[src/rtl/cache_control.sv]
// Control FSM for the 2-way set-associative cache.
// Sequences compare, writeback and allocate; keeps hit/miss counters.
module cache_control #(
  parameter int CNT_W = 16
) (
  input  logic             clk,
  input  logic             rst,
  input  logic             mem_read,
  input  logic             mem_write,
  input  logic             hit_0,
  input  logic             hit_1,
  input  logic             dirty_0,
  input  logic             dirty_1,
  input  logic             lru,
  input  logic             pmem_resp,
  input  logic             cnt_clr,
  output logic             mem_resp,
  output logic             pmem_read,
  output logic             pmem_write,
  output logic             pmem_addr_sel,
  output logic             set_dirty,
  output logic             clr_dirty,
  output logic             load_line,
  output logic             load_data,
  output logic             load_lru,
  output logic             lru_data,
  output logic [CNT_W-1:0] hit_count,
  output logic [CNT_W-1:0] miss_count
);

  typedef enum logic [1:0] {
    S_IDLE,
    S_COMPARE,
    S_WRITEBACK,
    S_ALLOCATE
  } state_t;

  state_t           r_state;
  state_t           w_next;
  logic             r_refill;
  logic [CNT_W-1:0] r_hit_cnt;
  logic [CNT_W-1:0] r_miss_cnt;

  logic w_req;
  logic w_hit;
  logic w_vdirty;
  logic w_hit_inc;
  logic w_miss_inc;

  assign w_req    = mem_read | mem_write;
  assign w_hit    = hit_0 | hit_1;
  assign w_vdirty = lru ? dirty_1 : dirty_0;

  always_ff @(posedge clk) begin
    if (rst) r_state <= S_IDLE;
    else     r_state <= w_next;
  end

  // Strobes are gated by rst so a pmem transfer drops in the reset cycle.
  always_comb begin
    w_next        = r_state;
    w_hit_inc     = 1'b0;
    w_miss_inc    = 1'b0;
    mem_resp      = 1'b0;
    pmem_read     = 1'b0;
    pmem_write    = 1'b0;
    pmem_addr_sel = 1'b0;
    set_dirty     = 1'b0;
    clr_dirty     = 1'b0;
    load_line     = 1'b0;
    load_data     = 1'b0;
    load_lru      = 1'b0;
    lru_data      = 1'b0;
    if (!rst) begin
      unique case (r_state)
        S_IDLE: begin
          if (w_req) w_next = S_COMPARE;
        end
        S_COMPARE: begin
          if (!w_req) begin
            w_next = S_IDLE;
          end else if (w_hit) begin
            mem_resp  = 1'b1;
            load_lru  = 1'b1;
            lru_data  = ~hit_1;
            set_dirty = mem_write;
            load_data = mem_write;
            w_hit_inc = ~r_refill;
            w_next    = S_IDLE;
          end else begin
            w_miss_inc = 1'b1;
            w_next     = w_vdirty ? S_WRITEBACK
                                  : S_ALLOCATE;
          end
        end
        S_WRITEBACK: begin
          pmem_write    = 1'b1;
          pmem_addr_sel = 1'b1;
          if (pmem_resp) begin
            clr_dirty = 1'b1;
            w_next    = S_ALLOCATE;
          end
        end
        S_ALLOCATE: begin
          pmem_read = 1'b1;
          if (pmem_resp) begin
            load_line = 1'b1;
            w_next    = S_COMPARE;
          end
        end
        default: w_next = S_IDLE;
      endcase
    end
  end

  always_ff @(posedge clk) begin
    if (rst)
      r_refill <= 1'b0;
    else if (r_state == S_ALLOCATE && pmem_resp)
      r_refill <= 1'b1;
    else if (w_next == S_IDLE)
      r_refill <= 1'b0;
  end

  always_ff @(posedge clk) begin
    if (rst || cnt_clr) begin
      r_hit_cnt  <= '0;
      r_miss_cnt <= '0;
    end else begin
      if (w_hit_inc && r_hit_cnt != {CNT_W{1'b1}})
        r_hit_cnt <= r_hit_cnt + CNT_W'(1);
      if (w_miss_inc && r_miss_cnt != {CNT_W{1'b1}})
        r_miss_cnt <= r_miss_cnt + CNT_W'(1);
    end
  end

  assign hit_count  = r_hit_cnt;
  assign miss_count = r_miss_cnt;

endmodule

[config.mk]
export PLATFORM = sky130hd
export DESIGN_NAME = cache_control
export DESIGN_NICKNAME = d
export VERILOG_FILES = /design/src/rtl/cache_control.sv
export SDC_FILE = /design/constraint.sdc
export NUM_CORES = 1
export LEC_CHECK = 0
export ABC_AREA = 1
export CAP_MARGIN = 10
export CORE_ASPECT_RATIO = 1.2
export CORE_UTILIZATION = 33
export CTS_CLUSTER_DIAMETER = 200
export CTS_CLUSTER_SIZE = 25
export DETAILED_ROUTE_END_ITERATION = 6
export GPL_TIMING_DRIVEN = 1
export HOLD_SLACK_MARGIN = 0.03
export PLACE_DENSITY = 0.57
export SYNTH_ARGS = -nofsm -noshare
export SYNTH_HDL_FRONTEND = slang
export SYNTH_SLANG_ARGS = --single-unit
[constraint.sdc]
create_clock -name clk -period 2 [get_ports clk]
set_input_delay 0.4 -clock clk [delete_from_list [all_inputs] [get_ports clk]]
set_output_delay 0.4 -clock clk [all_outputs]
set_load 0.05 [all_outputs]
### Word-level counts from Yosys, hierarchy flattened

Cells that the tools add are included.

* reductions and logical operators: 7
* magnitude comparators: 0
* divide/modulo/power cells: 0
* multipliers: 0
* bitwise operators: 4
* muxes and demuxes: 40
* add/sub/neg operators: 2
* shifts and indexed selects: 0
* equal/unequal tests: 5

Operators with widths (number)
* 1-bit 2-to-1 mux: 33
* 16-bit by 1-bit adder with 16-bit output (second input constant): 2
* 16-bit != test (second input constant): 2
* 2-bit 2-to-1 mux: 6
* 2-bit one-hot mux with 4 select lines: 1
* 2-bit == test (second input constant): 2
* 2-bit logical NOT: 2
* 1-bit logical AND: 3
* 2-bit by 1-bit == test with 1-bit output (second input constant): 1
* 1-bit NOT: 2
* 1-bit OR: 2
* 2-bit nonzero test: 1
* 1-bit logical OR: 1

* memory bits (read-only): 0
* bits in latches: 0
* memories kept: 0
* bits in writable memories: 0
* word-level logic and storage cells: 62
* bits in registers: 35
* input bits: 11
* output and inout port bits: 42

### Longest topological paths before layout

Gate-level depths: netlist (run 1).

* word-level depth: 9
* gate-level depth with buffers: 10
* gate-level depth less buffers: 10

### Least setup slack after synthesis (run 1)

OpenSTA, ideal clock, no wires.

* path type: input to output
* from: input port hit_0
* to: output port set_dirty
* arrival: 2.134 ns
* path buffers: 1
* path slack: -0.534 ns
* cell stages on the path: 5
* cells stage by stage: inv_1 -> nand2_1 -> nand2_1 -> nor3_1 -> buf_4

* longest elaborated chain between the ends: 5

Ends and longest elaborated chain
* start, declared: line 10 `input logic hit_0,`
* 1-bit OR: line 51 `assign w_hit = hit_0 | hit_1;`
* 1-bit 2-to-1 mux (4 in a row)
* end, declared: line 21 `output logic set_dirty,`

No other way between the ends.

### Worst setup path after layout (run 1)

* from: register r_miss_cnt[9] (netlist: miss_count[9])
* to: output port miss_count[9]

RTL lines
* start, declared: line 42 `logic [CNT_W-1:0] r_miss_cnt;`
* start signal, assigned: line 133 `r_miss_cnt <= r_miss_cnt + CNT_W'(1);`
* end, declared: line 28 `output logic [CNT_W-1:0] miss_count`

No word-level cell between the ends.

==> results.py, run 1 <==
metrics = {
    "timing": {
        "fin_crit_sh_pct": 98.4,
        "fin_skew_ns": 0.00890,
        "hold_viol_final": 0,
        "slew_viol_final": 0,
        "rsz0062_at_grt": "true",
        "maxSlewHeadroom_pct": 59.5,
        "worstMarginPinSlew_ns": 0.607,
        "period_needed_ns": 1.97,
        "setup_viol": 0,
        "fmax_ghz": 0.508,
    },
    "floorplanning": {
        "die_h_um": 93.4,
        "core-area_um2": 6570,
        "die_x_um": 78.2,
        "die_area_um2": 7310,
        "ios": 53,
        "start_util_pct": 35.0,
        "rows": 32,
    },
    "setup_path": {
        "cp.buffers_inverters": 1,
        "critPathMaxFanout": 6,
        "cpPeakStageDelay_ns": 0.84,
        "worstSetupPathType": "flop to primary output",
        "endpoint_kind": "primary output",
        "cp_top_family": "buffers and inverters",
        "startpoint_type": "flop",
        "critPathRequiredTime_ns": 1.60,
        "slowest_stage": "clkdlybuf4s50_1",
        "critPathArrivalTime_ns": 1.57,
        "path_cells": "clkdlybuf4s50_1",
    },
    "cells_and_area": {
        "design_area_um2": 3160,
        "nNetsFinal": 441,
        "final_cell_mix": "128 x nand2_1, 48 x nor2_1, 35 x dfxtp_1",
        "fin_cells": 514,
        "layout_commonest_cell": "nand2_1",
        "final_core_util_pct": 48.2,
        "diodes": 0,
        "area_growth_pct": 37.6,
        "drive_gt1_share_pct": 22.6,
        "fill_cells": 709,
    },
    "synth": {
        "syn-cell-area_um2": 2300,
        "yosys_warnings": 0,
        "synth_top_family_by_area": "simple AND/OR/NAND/NOR gates",
        "synth_nets": 375,
        "syn_area_per_cell_um2": 6.35,
        "yosys.area_share.xor_xnor_pct": 4.95,
        "ys_ff_latch": 35,
        "syn_inst": 362,
        "synth_compound_area_share_pct": 11.4,
        "synth.area.mux_share_pct": 0,
        "seq_area_frac_synth_pct": 30.5,
        "yosys.cell_types.count": 27,
        "synthAdderAreaFrac_pct": 1.09,
        "synth_simple_gate_area_share_pct": 42.9,
    },
    "place": {
        "dp_cells": 506,
        "gp_congestion": 0.796,
        "port_buffers": 52,
        "placed_area_um2": 3050,
        "dp_hpwl_mm": 4.40,
    },
    "grt": {
        "grt_pass1_wl_mm": 10.1,
        "grt_start_max_net_pins": 29,
        "busiest_layer": "met2",
        "grt-ovfl-total": 0,
        "antenna_found_initial": 0,
        "met3_usage_pct": 3.51,
        "use_met2_pct": 33.1,
        "grt_use_met1_pct": 18.4,
        "grt_pass1_vias": 2336,
        "grt_usage_pct": 17.2,
    },
    "detailed_routing": {
        "wl_per_cell_um": 11.1,
        "drt_iter0_drc": 128,
        "remaining_drc_errors": 0,
        "viasPerCell": 4.58,
        "vias": 2356,
        "wl_mm": 5.72,
        "detail-route-antenna-nets": 0,
        "firstDrtPassIters": 4,
    },
    "power_and_ir_drop": {
        "max-vdd-ir-drop_mv": 0.266,
        "powerDensity_nw_per_um2": 451,
        "sequentialPowerShare_pct": 49.4,
        "cellLeakagePower_uw": 0.00125,
        "p_comb_share_pct": 10.9,
        "sw_frac_of_total_pct": 24.4,
        "internal_power_uw": 1080,
        "power.switching_uw": 349,
        "pwr-share-clk_pct": 39.8,
    },
    "clocking": {
        "holdBufCountCts": 0,
        "cts_sinks": 35,
        "clk_pin_slew_ns": 0.07,
        "cts_buffers": 5,
        "clk_latency_ns": 0.28,
        "cts_root_buffer": "clkbuf_8",
        "cts_tree": "built",
        "htree_levels": 2,
        "clock_path_buffers": 2,
    },
    "job": {
        "cap_violations": 0,
    },
    "min_path": {
        "hp-class": "flop to flop",
    },
    "status": {
        "status": "finished, final reports clean",
    },
}
cells in the mapped netlist, drive strengths merged:
master | n | area (µm²)
nor2 | 58 | 265
nand3 | 10 | 50.1
a21oi | 30 | 191
ha | 2 | 25.0
dfxtp | 35 | 701
nor4 | 1 | 6.26
nor3 | 3 | 20.0
inv | 35 | 131
o21ai | 12 | 71.3
and2 | 1 | 6.26
xnor2 | 6 | 52.6
buf | 8 | 75.1
clkbuf | 1 | 3.75
nand2 | 145 | 589
nand4 | 8 | 50.1
xor2 | 7 | 61.3
cell type report:
class / count / area (µm²) / area share (%)
clock buffers: 8 / 100 / 3.16
inverters: 35 / 131 / 4.15
multi-input cells: 283 / 1410 / 44.4
flip-flops and latches: 35 / 701 / 22.1
well taps: 85 / 106 / 3.36
repair buffers: 68 / 721 / 22.8
per-layer routing:
metal	vias to the layer above	wire (µm)
li1	1255	-
met1	1057	2570
met2	37	2910
met3	7	173
met4	0	68
met5	-	0
what timing repair did:
item / 4_1_cts / 5_1_grt
endpoints found under the setup margin: 0 / 11
setup buffers: 0 / 0
resized for setup: 0 / 6
worst register-to-register path, stage by stage, from the launching register on:
cell and delay, ns:
dfxtp_1 0.38, ha_1 0.23, inv_1 0.07, nor2_2 0.15, nand2_2 0.11, nor2_2 0.11
nand2_1 0.07, nand2_2 0.26, nand2_1 0.11, a21oi_2 0.14
state kept, by name, indices dropped and copies added, names as in the netlist:
register / count
r_refill: 1
miss_count: 16
r_state: 2
hit_count: 16
power by group through the flow:
stage / Clock, µW / Combinational (µW) / Sequential [µW]
final: 568 / 155 / 705
after global routing: 618 / 169 / 705
after CTS: 590 / 157 / 705
after detailed placement: 0 / 157 / 721
after global placement: 0 / 156 / 721
after floorplan: 0 / 85.8 / 725
final timing paths:
check                                                 start                          end  slack, ns  cells after the start
worst min-delay path            miss_count[15]$_SDFFE_PP0P_  miss_count[15]$_SDFFE_PP0P_       0.52                      2
worst min register to register  miss_count[15]$_SDFFE_PP0P_  miss_count[15]$_SDFFE_PP0P_       0.52                      2
worst max-delay path             miss_count[9]$_SDFFE_PP0P_                miss_count[9]       0.03                      1
worst max register to register    hit_count[1]$_SDFFE_PP0P_   hit_count[10]$_SDFFE_PP0P_       0.32                      9
through the flow:
step | hold WS [ns] | setup slack, ns | total power, µW | setup TNS (ns)
3_5_place_dp | 0.515 | -0.00941 | 878 | -0.0279
3_3_place_gp | 0.501 | 0.0262 | 877 | 0
6_report | 0.518 | 0.0314 | 1430 | 0
4_1_cts | 0.526 | 0.00377 | 1450 | 0
5_1_grt | 0.554 | -0.0111 | 1490 | -0.0111
2_1_floorplan | 0.472 | -0.0533 | 811 | -0.0533
kinds of logic (layout without fill, tap and decap cells):
| family | after synthesis | in the layout |
|---|---|---|
| and+or+nand+nor | 226 | 226 |
| adders and majority gates | 2 | 2 |
| DFF | 35 | 35 |
| xor gates and xnor gates | 13 | 13 |
| buffers and inverters | 44 | 111 |
| AOI/OAI and AO/OA | 42 | 42 |
Power figures use the tool's default switching activity.
==> run 2, diff against run 1 <==
CORE_UTILIZATION = 30   (was 33)
PLACE_DENSITY = 0.49   (was 0.57)
==> run 2 against run 1 <==
Die area up 9.8%. Sequential power about the same. Worst hold slack better by 0.014 ns. Routed wire length up 4.9%. Total power up 15%. Count of clock-buffer cells in the layout down 3. Combinational power up 3%. Clock skew down 0.0043 ns. Fmax up 0.48%. Largest cell class unchanged.
==> results.py, run 2 (synthesis results as in run 1) <==
metrics = {
    "cells_and_area": {
        "layout_commonest_cell": "nand2_1",
        "area_growth_pct": 40.4,
        "fin_cells": 521,
        "nNetsFinal": 443,
        "final_cell_mix": "128 x nand2_1, 48 x nor2_1, 37 x buf_4",
        "fill_cells": 781,
        "final_core_util_pct": 44.1,
        "drive_gt1_share_pct": 24.1,
        "diodes": 0,
    },
    "setup_path": {
        "endpoint_kind": "primary output",
        "critPathArrivalTime_ns": 1.56,
        "rr_worst_depth": 7,
        "critPathRequiredTime_ns": 1.60,
        "reg2reg_slack_ns": 0.32,
        "startpoint_type": "primary input",
        "critPathMaxFanout": 4,
        "r2r_start": "miss_count[1]$_SDFFE_PP0P_",
        "worstSetupPathType": "primary input to primary output",
        "rr_endpoint": "miss_count[9]$_SDFFE_PP0P_",
    },
    "grt": {
        "grt_pass1_wl_mm": 10.2,
        "grt_start_max_net_pins": 29,
        "grt_usage_pct": 16.0,
        "grt-ovfl-total": 0,
        "antenna_found_initial": 0,
        "grt_pass1_vias": 2286,
    },
    "detailed_routing": {
        "wl_per_cell_um": 11.5,
        "wl_mm": 6.00,
        "remaining_drc_errors": 0,
        "firstDrtPassIters": 4,
        "drt_iter0_drc": 104,
        "detail-route-antenna-nets": 0,
        "vias": 2402,
        "viasPerCell": 4.61,
    },
    "place": {
        "gp_congestion": 0.782,
        "dp_hpwl_mm": 4.51,
        "dp_cells": 511,
        "port_buffers": 52,
    },
    "timing": {
        "fin_crit_sh_pct": 98.0,
        "maxSlewHeadroom_pct": 57.9,
        "fin_hold_ws_ns": 0.532,
        "worstMarginPinSlew_ns": 0.630,
        "slew_viol_final": 0,
        "setup_viol": 0,
        "period_needed_ns": 1.96,
        "fin_skew_ns": 0.00461,
        "fmax_ghz": 0.510,
        "hold_viol_final": 0,
        "rsz0062_at_grt": "false",
    },
    "clocking": {
        "clock_path_buffers": 2,
        "clk_latency_ns": 0.29,
        "holdBufCountCts": 0,
        "htree_levels": 2,
        "cts_buffers": 5,
        "cts_tree": "built",
        "clk_pin_slew_ns": 0.08,
        "cts_root_buffer": "clkbuf_8",
        "cts_sinks": 35,
    },
    "floorplanning": {
        "ios": 53,
        "core-area_um2": 7320,
        "die_area_um2": 8020,
        "die_x_um": 81.9,
        "rows": 34,
        "start_util_pct": 31.4,
        "die_h_um": 97.9,
    },
    "job": {
        "cap_violations": 0,
    },
    "min_path": {
        "holdPathEnd": "hit_count[14]$_SDFFE_PP0P_",
        "hp-class": "flop to flop",
        "hp-start": "hit_count[14]$_SDFFE_PP0P_",
        "whs_path_depth": 2,
    },
    "status": {
        "status": "finished, final reports clean",
    },
    "power_and_ir_drop": {
        "max-vdd-ir-drop_mv": 0.317,
        "cellLeakagePower_uw": 0.00133,
        "powerDensity_nw_per_um2": 507,
        "finalPower_uw": 1640,
    },
}
## run 2: cell types whose count changed in the layout (fill, tap and decap cells not counted), sizes merged
cell           delta
dlymetal6s2s      +2
buf               +6
clkinvlp          +1
clkbuf            -3
bufinv            +2
clkdlybuf4s50     -6
## run 2: report_power, final
part	switching (µW)	internal, µW
registers	4.70	700
clock network	276	497
logic	91.7	68.0
## run 2: final cells by class
| class | count | area [µm²] | share of cell area (%) |
|---|---|---|---|
| Clock buffer | 5 | 68.8 | 2.13 |
| Inverter | 35 | 131 | 4.07 |
| Timing Repair Buffer | 70 | 743 | 23.0 |
| Clock inverter | 3 | 67.6 | 2.09 |
| Tap cell | 90 | 113 | 3.49 |
| Sequential cell | 35 | 701 | 21.7 |
| Multi-Input combinational cell | 283 | 1410 | 43.5 |
## run 2: worst max path at each step
| stage | slack (ns) | cells after the start | to | from |
|---|---|---|---|---|
| detailed placement | 0.03 | 10 | hit_count[10]$_SDFFE_PP0P_ | hit_1 |
| floorplan | -0.05 | 5 | set_dirty | hit_0 |
| CTS | 0.01 | 1 | miss_count[10] | miss_count[10]$_SDFFE_PP0P_ |
| global placement | 0.03 | 7 | load_data | hit_1 |
| global route | 0.004 | 1 | hit_count[6] | hit_count[6]$_SDFFE_PP0P_ |
| finish | 0.04 | 4 | lru_data | rst |
## run 2: stage by stage
step / setup WS [ns] / TNS [ns] / instance area (µm²)
after floorplan: -0.0533 / -0.0533 / 2310
after global placement: 0.0333 / 0 / 3060
after detailed placement: 0.0284 / 0 / 3060
after CTS: 0.0110 / 0 / 3190
after global routing: 0.00385 / 0 / 3230
final: 0.0408 / 0 / 3230
## run 2: critical path, stage by stage
cell and delay, ns:
clkdlybuf4s50_1 0.49, buf_4 0.18, nor4_2 0.30, buf_12 0.18
## run 2: timing repair
action | 4_1_cts | 5_1_grt
resized for setup | 0 | 8
endpoints found under the setup margin | 0 | 11
buffers inserted | 0 | 2
## run 2: per-layer routing
metal / routed length [µm] / GRT usage, % / up-vias / share of wire, %
met3: 199 / 3.08 / 9 / 3.3
met1: 2570 / 18.5 / 1086 / 43
li1: - / - / 1269 / -
met2: 3150 / 28.9 / 38 / 53
met4: 76 / 4.86 / 0 / 1.3
met5: 0 / 0 / - / 0
==> run 3, diff against run 2 <==
CTS_CLUSTER_SIZE = 16   (was 25)
==> results of run 3 <==
No change in the layout: final DEF, timing and power equal those of run 2.
